## config.mk

```make
export PLATFORM = sky130hd
export DESIGN_NAME = round_key_store
export DESIGN_NICKNAME = d
export VERILOG_FILES = /design/src/rtl/round_key_store.sv
export SDC_FILE = /design/constraint.sdc
export NUM_CORES = 1
export LEC_CHECK = 0
export BUFFER_PORTS_ARGS = -buffer_cell sky130_fd_sc_hd__clkbuf_2
export CAP_MARGIN = 20
export CORE_MARGIN = 3
export CORE_UTILIZATION = 39
export DETAILED_ROUTE_END_ITERATION = 6
export PLACE_DENSITY = 0.52
export SKIP_CTS_REPAIR_TIMING = 1
export SYNTH_ARGS = -nofsm -noshare
export SYNTH_HDL_FRONTEND = slang
export SYNTH_SLANG_ARGS = --single-unit
export TNS_END_PERCENT = 50
```

## constraint.sdc

```tcl
create_clock -name clk -period 2.7 [get_ports clk]
set_input_delay 0.135 -clock clk [delete_from_list [all_inputs] [get_ports clk]]
set_output_delay 0.135 -clock clk [all_outputs]
set_load 0.05 [all_outputs]
```

## src/rtl/round_key_store.sv

```systemverilog
// Round-key buffer between the byte/word-serial key expansion and the cipher core.
// Captures NUM_ROUNDS+1 128-bit round keys from a valid/ready stream and replays
// them any number of times, forward (encrypt) or reverse (decrypt), MS lane first.
module round_key_store #(
  parameter int DATA_W     = 8,
  parameter int NUM_ROUNDS = 10,
  parameter int RND_W      = 4
) (
  input  logic              clk,
  input  logic              rst,
  input  logic              start,
  input  logic              ks_valid,
  input  logic [DATA_W-1:0] ks_data,
  output logic              ks_ready,
  input  logic              mode,
  input  logic              rd_start,
  output logic              rd_valid,
  input  logic              rd_ready,
  output logic [DATA_W-1:0] rd_data,
  output logic [RND_W-1:0]  rd_round,
  output logic              rd_last,
  output logic              keys_ready,
  output logic              busy
);

  localparam int BEATS  = 128 / DATA_W;
  localparam int BEAT_W = $clog2(BEATS);

  localparam logic [BEAT_W-1:0] LAST_BEAT   = BEAT_W'(BEATS - 1);
  localparam logic [BEAT_W-1:0] PENULT_BEAT = BEAT_W'(BEATS - 2);
  localparam logic [BEAT_W-1:0] ZERO_BEAT   = {BEAT_W{1'b0}};
  localparam logic [BEAT_W-1:0] ONE_BEAT    = BEAT_W'(1);
  localparam logic [RND_W-1:0]  LAST_RND    = RND_W'(NUM_ROUNDS);
  localparam logic [RND_W-1:0]  FIRST_RND   = {RND_W{1'b0}};
  localparam logic [RND_W-1:0]  ONE_RND     = RND_W'(1);

  typedef enum logic [1:0] {
    ST_IDLE    = 2'd0,
    ST_CAPTURE = 2'd1,
    ST_READY   = 2'd2,
    ST_STREAM  = 2'd3
  } state_t;

  state_t              state_r;
  logic [BEAT_W-1:0]   beat_cnt_r;
  logic [RND_W-1:0]    rnd_cnt_r;
  logic                mode_r;
  logic                rd_valid_r;
  logic                rd_last_r;
  logic                keys_ready_r;
  logic                busy_r;
  logic [RND_W-1:0]    rd_round_r;

  // One packed word of BEATS lanes per round key; lane BEATS-1 is the MS lane.
  logic [BEATS-1:0][DATA_W-1:0] key_mem_r [0:NUM_ROUNDS];

  logic [BEAT_W-1:0]   lane_s;
  logic                ks_fire_s;
  logic [RND_W-1:0]    end_rnd_s;
  logic [RND_W-1:0]    step_rnd_s;

  // Beat 0 of a key maps to its most significant lane.
  assign lane_s     = LAST_BEAT - beat_cnt_r;
  assign ks_ready   = (state_r == ST_CAPTURE);
  // A beat coinciding with start is dropped: start restarts the capture instead.
  assign ks_fire_s  = ks_ready && ks_valid && !start;
  // Round that carries the final beat of a replay, and the next round to visit.
  assign end_rnd_s  = mode_r ? FIRST_RND : LAST_RND;
  assign step_rnd_s = mode_r ? (rnd_cnt_r - ONE_RND) : (rnd_cnt_r + ONE_RND);

  // Counters are frozen during a stall, so the replayed lane is stable until accepted.
  assign rd_data    = (state_r == ST_STREAM) ? key_mem_r[rnd_cnt_r][lane_s] : {DATA_W{1'b0}};

  assign rd_valid   = rd_valid_r;
  assign rd_last    = rd_last_r;
  assign rd_round   = rd_round_r;
  assign keys_ready = keys_ready_r;
  assign busy       = busy_r;

  // Key register file: one lane written per accepted key-schedule beat (no reset).
  always_ff @(posedge clk) begin
    if (ks_fire_s) begin
      key_mem_r[rnd_cnt_r][lane_s] <= ks_data;
    end
  end

  // Control FSM with counters and registered status/stream outputs.
  always_ff @(posedge clk or negedge rst) begin
    if (!rst) begin
      state_r      <= ST_IDLE;
      beat_cnt_r   <= ZERO_BEAT;
      rnd_cnt_r    <= FIRST_RND;
      mode_r       <= 1'b0;
      rd_valid_r   <= 1'b0;
      rd_last_r    <= 1'b0;
      keys_ready_r <= 1'b0;
      busy_r       <= 1'b0;
      rd_round_r   <= FIRST_RND;
    end else if (start) begin
      // Abort whatever is in progress and capture a fresh key set.
      state_r      <= ST_CAPTURE;
      beat_cnt_r   <= ZERO_BEAT;
      rnd_cnt_r    <= FIRST_RND;
      rd_valid_r   <= 1'b0;
      rd_last_r    <= 1'b0;
      keys_ready_r <= 1'b0;
      busy_r       <= 1'b1;
      rd_round_r   <= FIRST_RND;
    end else begin
      case (state_r)
        ST_IDLE: begin
          state_r <= ST_IDLE;
        end

        ST_CAPTURE: begin
          if (ks_valid) begin
            if (beat_cnt_r == LAST_BEAT) begin
              beat_cnt_r <= ZERO_BEAT;
              if (rnd_cnt_r == LAST_RND) begin
                state_r      <= ST_READY;
                rnd_cnt_r    <= FIRST_RND;
                keys_ready_r <= 1'b1;
                busy_r       <= 1'b0;
              end else begin
                rnd_cnt_r <= rnd_cnt_r + ONE_RND;
              end
            end else begin
              beat_cnt_r <= beat_cnt_r + ONE_BEAT;
            end
          end
        end

        ST_READY: begin
          if (rd_start) begin
            state_r    <= ST_STREAM;
            mode_r     <= mode;
            beat_cnt_r <= ZERO_BEAT;
            rnd_cnt_r  <= mode ? LAST_RND : FIRST_RND;
            rd_round_r <= mode ? LAST_RND : FIRST_RND;
            rd_valid_r <= 1'b1;
            rd_last_r  <= 1'b0;
            busy_r     <= 1'b1;
          end
        end

        ST_STREAM: begin
          if (rd_ready) begin
            if (beat_cnt_r == LAST_BEAT) begin
              beat_cnt_r <= ZERO_BEAT;
              if (rnd_cnt_r == end_rnd_s) begin
                // Final beat accepted: keys stay valid for another replay.
                state_r    <= ST_READY;
                rnd_cnt_r  <= FIRST_RND;
                rd_round_r <= FIRST_RND;
                rd_valid_r <= 1'b0;
                rd_last_r  <= 1'b0;
                busy_r     <= 1'b0;
              end else begin
                rnd_cnt_r  <= step_rnd_s;
                rd_round_r <= step_rnd_s;
                rd_last_r  <= 1'b0;
              end
            end else begin
              beat_cnt_r <= beat_cnt_r + ONE_BEAT;
              rd_last_r  <= (beat_cnt_r == PENULT_BEAT) && (rnd_cnt_r == end_rnd_s);
            end
          end
        end

        default: begin
          state_r <= ST_IDLE;
        end
      endcase
    end
  end

endmodule

```

* Word level (Yosys, flattened, before mapping) *
Memories as Yosys holds them, arrays and structs flattened.
Cells that the tools add are included.

cells by class
  multiply operators = 0
  reduce and logical (&&, ||, !) cells = 21
  multiplexer cells = 57
  add/subtract/negate cells = 4
  bitwise gates (word level) = 1
  order comparisons = 2
  equal/unequal tests = 14
  div/mod/pow operators = 0
  shifts and indexed selects = 0

operators by type and width
  cell                   count
  $mux W128              1
  $mux W4                17
  $bmux W8 S4            1
  $demux W8 S4           1
  $mux W8                3
  $pmux W4 S3            2
  $mux W1                19
  $mux W2                8
  $eq A4 B4 Y1 const B   3
  $ne A3 B2 Y1 const B   4
  $reduce_and A4 Y1      3
  $ne A3 B3 Y1 const B   3
  $add A4 B1 Y4 const B  2
  $pmux W2 S4            1
  $pmux W4 S2            1
  $reduce_and A8 Y1      1
  $reduce_bool A2 Y1     4
  $reduce_and A7 Y1      1
  $reduce_and A3 Y1      2
  $reduce_and A6 Y1      1
  $lt A4 B5 Y1 const B   1
  $reduce_and A5 Y1      1
  $eq A2 B2 Y1 const B   2
  $eq A4 B4 Y1           1
  12 further kinds       16

storage, ports and cells
  flip-flop bits (word level) = 19
  memory bits (writable) = 1408
  bits in latches = 0
  memory bits (read-only) = 0
  input port bits = 15
  word-level logic and storage cells = 109
  memories = 1
  output and inout port bits = 17

memory list
  name       depth  width  rd ports  clocked after memory_dff  wr ports  line  source
  key_mem_r  11     128    1         0                         1         55    logic [BEATS-1:0][DATA_W-1:0] key_mem_r [0:NUM_ROUNDS];

* Logic depth before layout (Yosys ltp) *
Gate-level depths: netlist of run 1.

  depth in word-level cells = 7
  depth in mapped cells = 13

* Least setup slack after synthesis of run 1 *
OpenSTA, ideal clock, no wires.

  path kind = flip-flop to output port
  start point = register rnd_cnt_r[1]
  end point = output rd_data[1]
  required time = 2.565 ns
  stages on the path, launching flop included = 10
  setup slack = -0.280 ns
  path buffers = 4
  arrival = 2.845 ns
  path through = dfrtp_1 -> buf_2 -> inv_1 -> buf_2 -> clkbuf_1 -> buf_1 -> o21ai_0 -> a211oi_1 -> o21ai_0 -> a41oi_1

between the ends
  word-level cells in the longest chain between the ends = 4

ends and longest elaborated chain
  what                           line  source
  start: declaration             46    logic [RND_W-1:0] rnd_cnt_r;
  start signal: assignment       125   rnd_cnt_r <= rnd_cnt_r + ONE_RND;
  start signal: assignment       138   rnd_cnt_r <= mode ? LAST_RND : FIRST_RND;
  start signal: assignment       159   rnd_cnt_r <= step_rnd_s;
  $mem_v2 Z11 W128               --
  $bmux W8 S4                    72    assign rd_data = (state_r == ST_STREAM) ? key_mem_r[rnd_cnt_r][lane_s] : {DATA_W{1'b0}};
  $mux W8 (implied by the code)  72
  $mux W8                        72
  end: declaration               19    output logic [DATA_W-1:0] rd_data,

No other way between the ends. The select of a mux whose other input is x is not followed.

* Final worst setup path of run 1 *
  start point = register rnd_cnt_r[0]
  end point = output rd_data[1]

The elaborated chain is that of the path after synthesis.

==> impl_results.md, run 1 <==
- I/O Buffers: 31
- Worst path max stage delay: 0.52 ns
- Largest cells by area after synthesis: edfxtp_1, mux4_2, mux2i_1
- Yosys reg bits: 1427
- Synth Flop Type: edfxtp_1
- Core area: 0.144 mm²
- Wire length per cell: 29.8 µm
- NumNets Final: 3785
- Clk_lat worst skew: 0.79 ns
- FMAX: 229 MHz
- Reg clk slew, reported paths: 0.06 ns
- H-tree levels: 4
- Number of global-route vias before repair: 32500
- Post-synthesis sequential area ratio: 75.4%
- Total wire length: 172000 µm
- Tmin final: 4.37 ns
- Vias/cell: 5.64
- Synthesized instance count: 3023
- Final instance area: 0.0712 mm²
- Delay-heaviest family, CP: compound AO/OA/AOI/OAI gates
- DRC: 0
- Grt ovf: 0
- Post-DP HPWL: 113000 µm
- Worst clock skew: 0.0295 ns
- Clock Path Buffers: 3
- Final worst slack: -1.67 ns
- RePlAce Congestion: 0.887
- Number of antenna violations at the first check in global routing: 2
- Cell Area, Synth: 0.0567 mm²
- Power density over the cells: 734 mW/mm²
- Post-synth EDFFs: 1408
- Cell variety after synth: 70
- TNS Setup: -11.90 ns
- Die Y-Extent: 387 µm
- Worst slew margin: 32.7%
- Post-Syn Nets: 3047
- Global routing's busiest layer: met2
- Critical Path, Cell by Cell: buf_6 -> buf_12 -> mux4_2 -> mux4_2 -> o211ai_1 -> o31ai_1 -> buf_4 -> a311oi_4 -> a41oi_2 -> buf_6 -> buf_12
- Maximum vdd ir drop: 683 µV
- Place WS: -1.37 ns
- Total CTS buffers: 150
- First-pass GRT wire length: 243000 µm
- Largest net degree at the start of global routing: 177
- CP endpoint kind: output pin
- Period utilization: 162%
- Area Growth Syn to Fin: 25.5%
- Fraction of layout cells with a size suffix above 1: 36.1%
- Pins Over Slew Limit: 0
- RSZ-0062 raised after global routing: true
- Slowest-stage cell, CP: dfrtp_4
- Drt pass-1 iters: 6
- Post-synth top area share: 74.6%
- Path type of the worst setup path: register to output pin
- Async SR Flop Fraction: 1.33%
- Final Hold Fails: 0
- CP required: 2.57 ns
- GRT met2 Usage: 35.4%
- Failing checks: negative setup slack
- Leak: 23.7 nW
- Syn. warnings: 0
- Synth top cells by count: edfxtp_1, nor2_1, mux2i_1, mux4_2, nand2_1
- I/O pin count: 32
- Worst Path Arrival: 4.24 ns
- Critical path buffer and inverter count: 5
- DIE AREA: 0.150 mm²
- Area post-placement: 0.0646 mm²
- CTS tree: yes
- Clk sink count: 1427
- Starting density of the core: 39.4%
- GR Util met3: 3.95%
- Total GRT Usage: 22.6%
- Final antenna-violating net count: 0
- M1 GR Usage: 32.2%
- CTS root buf: clkbuf_16
- Syn_area_per_cell: 18.8 µm²
- Startpoint Class: register
- Std cell rows: 139
- Final setup viols: 9
- Max-cap viol count: 0
- Outcome: complete, but fails checks
- 1st-iter DRT viols: 3738
- Die width: 387 µm
- Count leader, synth: edfxtp_1
- Top cell type by total area after synthesis: edfxtp_1
- Worst-Margin Slew: 1.01 ns
- Vias: 32600
- Highest net fanout along the worst path: 8
- HP Class: input port to register
## per-layer routing
| layer | share of wire (%) | vias up |
|---|---|---|
| li1 | - | 13700 |
| met1 | 43 | 17300 |
| met2 | 47 | 1255 |
| met3 | 7.1 | 283 |
| met4 | 3.1 | 0 |
| met5 | 0 | - |
## sequential cells by signal (all words and copies together) (netlist names)
signal and count:
rnd_cnt_r 4, state_r 2, busy 1, beat_cnt_r 4, rd_last 1, key_mem_r 1408
rd_round 4, rd_valid 1, mode_r 1, keys_ready 1
## layout by cell type, fill, tap and decap left out, drive strengths merged, types with 8 or more instances in the layout
cell type / n
nand3: 15
mux2: 48
nand2: 158
nor2b: 18
nor2: 241
and2: 12
clkinv: 59
o211ai: 27
o21ai: 81
a221oi: 26
nor3: 11
o22ai: 28
ha: 9
buf: 737
a22oi: 31
a2111oi: 9
clkbuf: 210
a31oi: 12
o221ai: 22
dlygate4sd3: 16
inv: 15
a211oi: 20
bufinv: 11
edfxtp: 1408
mux4: 228
dfrtp: 19
nand2b: 8
mux2i: 228
a21oi: 79
## logic make-up (layout without fill, tap and decap cells)
logic type	Yosys count	in the layout	share of synthesized area, %
AND/OR/NAND/NOR	486	486	3.56
flip-flops	1427	1427	75.4
AO/OA/AOI/OAI	392	392	4.67
multiplexers	504	504	14.0
adder cells (fa/ha/maj)	9	9	0.199
other	0	1	0
buffers and inverters	200	1050	2.04
XOR/XNOR	5	5	0.0773
## power by group
group | internal [mW] | switching (mW)
clock network | 11.6 | 8.45
registers | 24.4 | 0.0671
logic | 3.42 | 4.31
total | 39.4 | 12.8
## worst min-delay path: stages
cell	delay, ns
dlygate4sd3_1	0.54
clkbuf_2	0.13
nand2_1	0.09
a21oi_1	0.07
## worst paths after layout
| check | startpoint | end | depth (start not counted) | slack (ns) |
|---|---|---|---|---|
| max reg2reg | rnd_cnt_r[0]$_DFFE_PN0P_ | key_mem_r[6][39]$_DFFE_PP_ | 12 | 0 |
| max in group asynchronous | rst | rnd_cnt_r[3]$_DFFE_PN0P_ | 4 | 2.15 |
| min | rd_start | rd_valid$_DFFE_PN0P_ | 4 | 0.22 |
| min reg2reg | rd_round[0]$_DFFE_PN0P_ | rd_round[0]$_DFFE_PN0P_ | 2 | 0.54 |
| min in group asynchronous | rst | rd_round[2]$_DFFE_PN0P_ | 4 | 0.37 |
| max | rnd_cnt_r[0]$_DFFE_PN0P_ | rd_data[1] | 11 | -1.67 |
## per-stage QoR
| step | hold WS, ns | cells | power, mW | utilization [%] |
|---|---|---|---|---|
| floorplan | -0.161 | 3023 | 28.3 | - |
| global placement | 0.123 | 5411 | 31.8 | 44.8 |
| detailed placement | 0.153 | 5411 | 31.9 | 44.8 |
| CTS | -0.708 | 5675 | 51.9 | 48.1 |
| global route | 0.202 | 5776 | 53.9 | 49.4 |
| finish | 0.217 | 5777 | 52.3 | 49.4 |
## layout make-up
class                           instances  area, µm²
Fill cell                           11800      72800
Sequential cell                      1427      42800
Multi-Input combinational cell       1396      13600
Timing Repair Buffer                  777       7630
Clock buffer                          186       4040
Tap cell                             1903       2380
Clock inverter                         78        708
Inverter                                9       40.0
Antenna cell                            1       2.50
No activity file was read; power rests on OpenSTA's default activity.
==> inputs of run 2 (changes only) <==
==> constraint.sdc (replaced) <==
create_clock -name clk -period 2.7 [get_ports clk]
set_input_delay 0.81 -clock clk [delete_from_list [all_inputs] [get_ports clk]]
set_output_delay 0.81 -clock clk [all_outputs]
set_load 0.05 [all_outputs]
==> impl_results.md, run 2 (synthesis results as in run 1) <==
- Total CTS buffers: 148 (-1.3%)
- HP Class: input port to async pin
- Final Hold Fails: 0 (unchanged)
- Highest net fanout along the worst path: 5 (-3)
- Grt ovf: 0 (unchanged)
- Clock share of power: 38.9% (+0.5 points)
- Hold_ws: 0.0246 ns (-0.192 ns)
- Number of global-route vias before repair: 32500 (-0.14%)
- Post-DP HPWL: 116000 µm (+2.8%)
- CP endpoint kind: output pin
- Worst-Margin Slew: 0.874 ns (-0.137 ns)
- Most frequent cells in the layout: edfxtp_1, buf_4, mux4_2
- Max-cap viol count: 0 (unchanged)
- Clock Path Buffers: 3 (unchanged)
- Total GRT Usage: 22.7% (+0.083 points)
- Startpoint Class: register
- Die width: 387 µm (unchanged)
- First-pass GRT wire length: 243000 µm (+0.20%)
- CP required: 1.89 ns (-0.68 ns)
- Place WS: -1.83 ns (-0.463 ns)
- FMAX: 203 MHz (-11%)
- Die Y-Extent: 387 µm (unchanged)
- Most flops, register: key_mem_r
- Period utilization: 182% (+20 points)
- DIE AREA: 0.150 mm² (unchanged)
- Worst slew margin: 40.3% (+7.6 points)
- Max reg flops: 1408 (unchanged)
- CTS root buf: clkbuf_16
- Path type of the worst setup path: register to output pin
- Reg power frac: 46.6% (-0.2 points)
- RePlAce Congestion: 0.912 (+2.9%)
- Worst Path Arrival: 4.10 ns (-0.14 ns)
- H-tree levels: 4 (unchanged)
- NetSw: 13.1 mW (+1.8%)
- Sw Share: 24.9% (+0.35 points)
- Power density over the cells: 739 mW/mm² (+0.70%)
- Total wire length: 172000 µm (about the same)
- Int Power: 39.4 mW (about the same)
- Final setup viols: 8 (-1)
- Clk sink count: 1427 (unchanged)
- Wire length per cell: 30.2 µm (+1.3%)
- Final worst slack: -2.21 ns (-0.544 ns)
- Clk_lat worst skew: 0.80 ns (about the same)
- 1st-iter DRT viols: 3121 (-17%)
- Commonest non-fill, non-tap cell in the layout: edfxtp_1
- Worst clock skew: 0.0407 ns (+0.0111 ns)
- Comb power frac: 14.5% (-0.3 points)
- Core area: 0.144 mm² (unchanged)
- CTS tree: yes
- DRC: 0 (unchanged)
- Failing checks: negative setup slack
- Area Growth Syn to Fin: 25.2%
- RSZ-0062 raised after global routing: true
- Reg clk slew, reported paths: 0.07 ns (about the same)
- Final antenna-violating net count: 0 (unchanged)
- Vias/cell: 5.68 (+0.69%)
- Largest net degree at the start of global routing: 93 (-47%)
- Pins Over Slew Limit: 0 (unchanged)
- Outcome: complete, but fails checks
- Vias: 32400 (-0.56%)
- Tmin final: 4.91 ns (+0.544 ns)
- Drt pass-1 iters: 5 (-1)
- Leak: 23.2 nW (-1.9%)
- NumNets Final: 3705 (-2.1%)
- Starting density of the core: 39.4% (unchanged)
- I/O pin count: 32 (unchanged)
- Number of antenna violations at the first check in global routing: 6 (+4)
- Std cell rows: 139 (unchanged)
- TNS Setup: -16.83 ns (-4.93 ns)
- Reg2reg setup slack: 0.02 ns (+0.02 ns)
- I/O Buffers: 31 (unchanged)
- Fraction of layout cells with a size suffix above 1: 36.0% (-0.053 points)
- Maximum vdd ir drop: 698 µV (+2.2%)
==> run 2: cell types whose count changed in the layout (fill, tap and decap cells not counted), sizes merged <==
cell,change
dlygate4sd3,-16
clkinvlp,+8
clkbuf,-12
inv,+3
buf,-57
clkinv,-2
bufinv,+4
==> run 2: worst max-delay path, cell delays in order, from the launching register on <==
cell      delay (ns)
dfrtp_4         0.47
buf_12          0.16
buf_8           0.13
mux4_2          0.51
mux4_2          0.48
o211ai_1        0.40
buf_4           0.20
o31ai_4         0.11
a311oi_2        0.29
a41oi_2         0.29
buf_6           0.25
==> run 2: per-stage QoR <==
stage	power (mW)	cell area, µm²	util [%]	std cells
after CTS	52.4	69400	48.2	5655
after floorplan	28.4	57200	-	3023
after detailed placement	32.0	64600	44.9	5385
after global routing	54.1	71000	49.3	5704
after global placement	32.0	64600	44.9	5385
final	52.5	71000	49.3	5705
==> run 2: path summary, 6_finish.rpt <==
check,end,depth (start not counted),from
setup / recovery,rd_data[1],10,rnd_cnt_r[0]$_DFFE_PN0P_
hold / removal,rd_round[0]$_DFFE_PN0P_,1,rst
setup reg to reg,key_mem_r[2][49]$_DFFE_PP_,10,rnd_cnt_r[2]$_DFFE_PN0P_
hold reg to reg,rd_round[0]$_DFFE_PN0P_,2,rd_round[0]$_DFFE_PN0P_
max in group asynchronous,beat_cnt_r[0]$_DFFE_PN0P_,1,rst
min in group clk,mode_r$_DFFE_PN0P_,3,mode
==> run 2: metal layers <==
metal / routed length (µm) / vias up / part of all wire, % / track usage [%]
met5: 12 / - / 0.0070 / 0
met4: 5700 / 2 / 3.3 / 8.08
met3: 13200 / 265 / 7.7 / 4.14
met2: 80500 / 1370 / 47 / 35.2
met1: 72700 / 17200 / 42 / 32.2
li1: - / 13600 / - / -
==> run 2: layout make-up <==
| class | count | area (µm²) |
|---|---|---|
| multi-input combinational | 1396 | 13900 |
| clock inverter | 91 | 993 |
| tap | 1903 | 2380 |
| inverter | 9 | 38.8 |
| sequential | 1427 | 42800 |
| fill | 11900 | 73000 |
| timing repair buffer | 699 | 7000 |
| antenna | 1 | 2.50 |
| clock buffer | 179 | 3840 |
==> run 2: power groups by stage <==
stage / clock network, mW / logic (mW) / registers [mW]
final: 20.4 / 7.62 / 24.4
after global routing: 21.7 / 7.95 / 24.4
after CTS: 20.8 / 7.13 / 24.5
after detailed placement: 0 / 7.10 / 24.9
after global placement: 0 / 7.07 / 24.9
after floorplan: 0 / 3.48 / 24.9
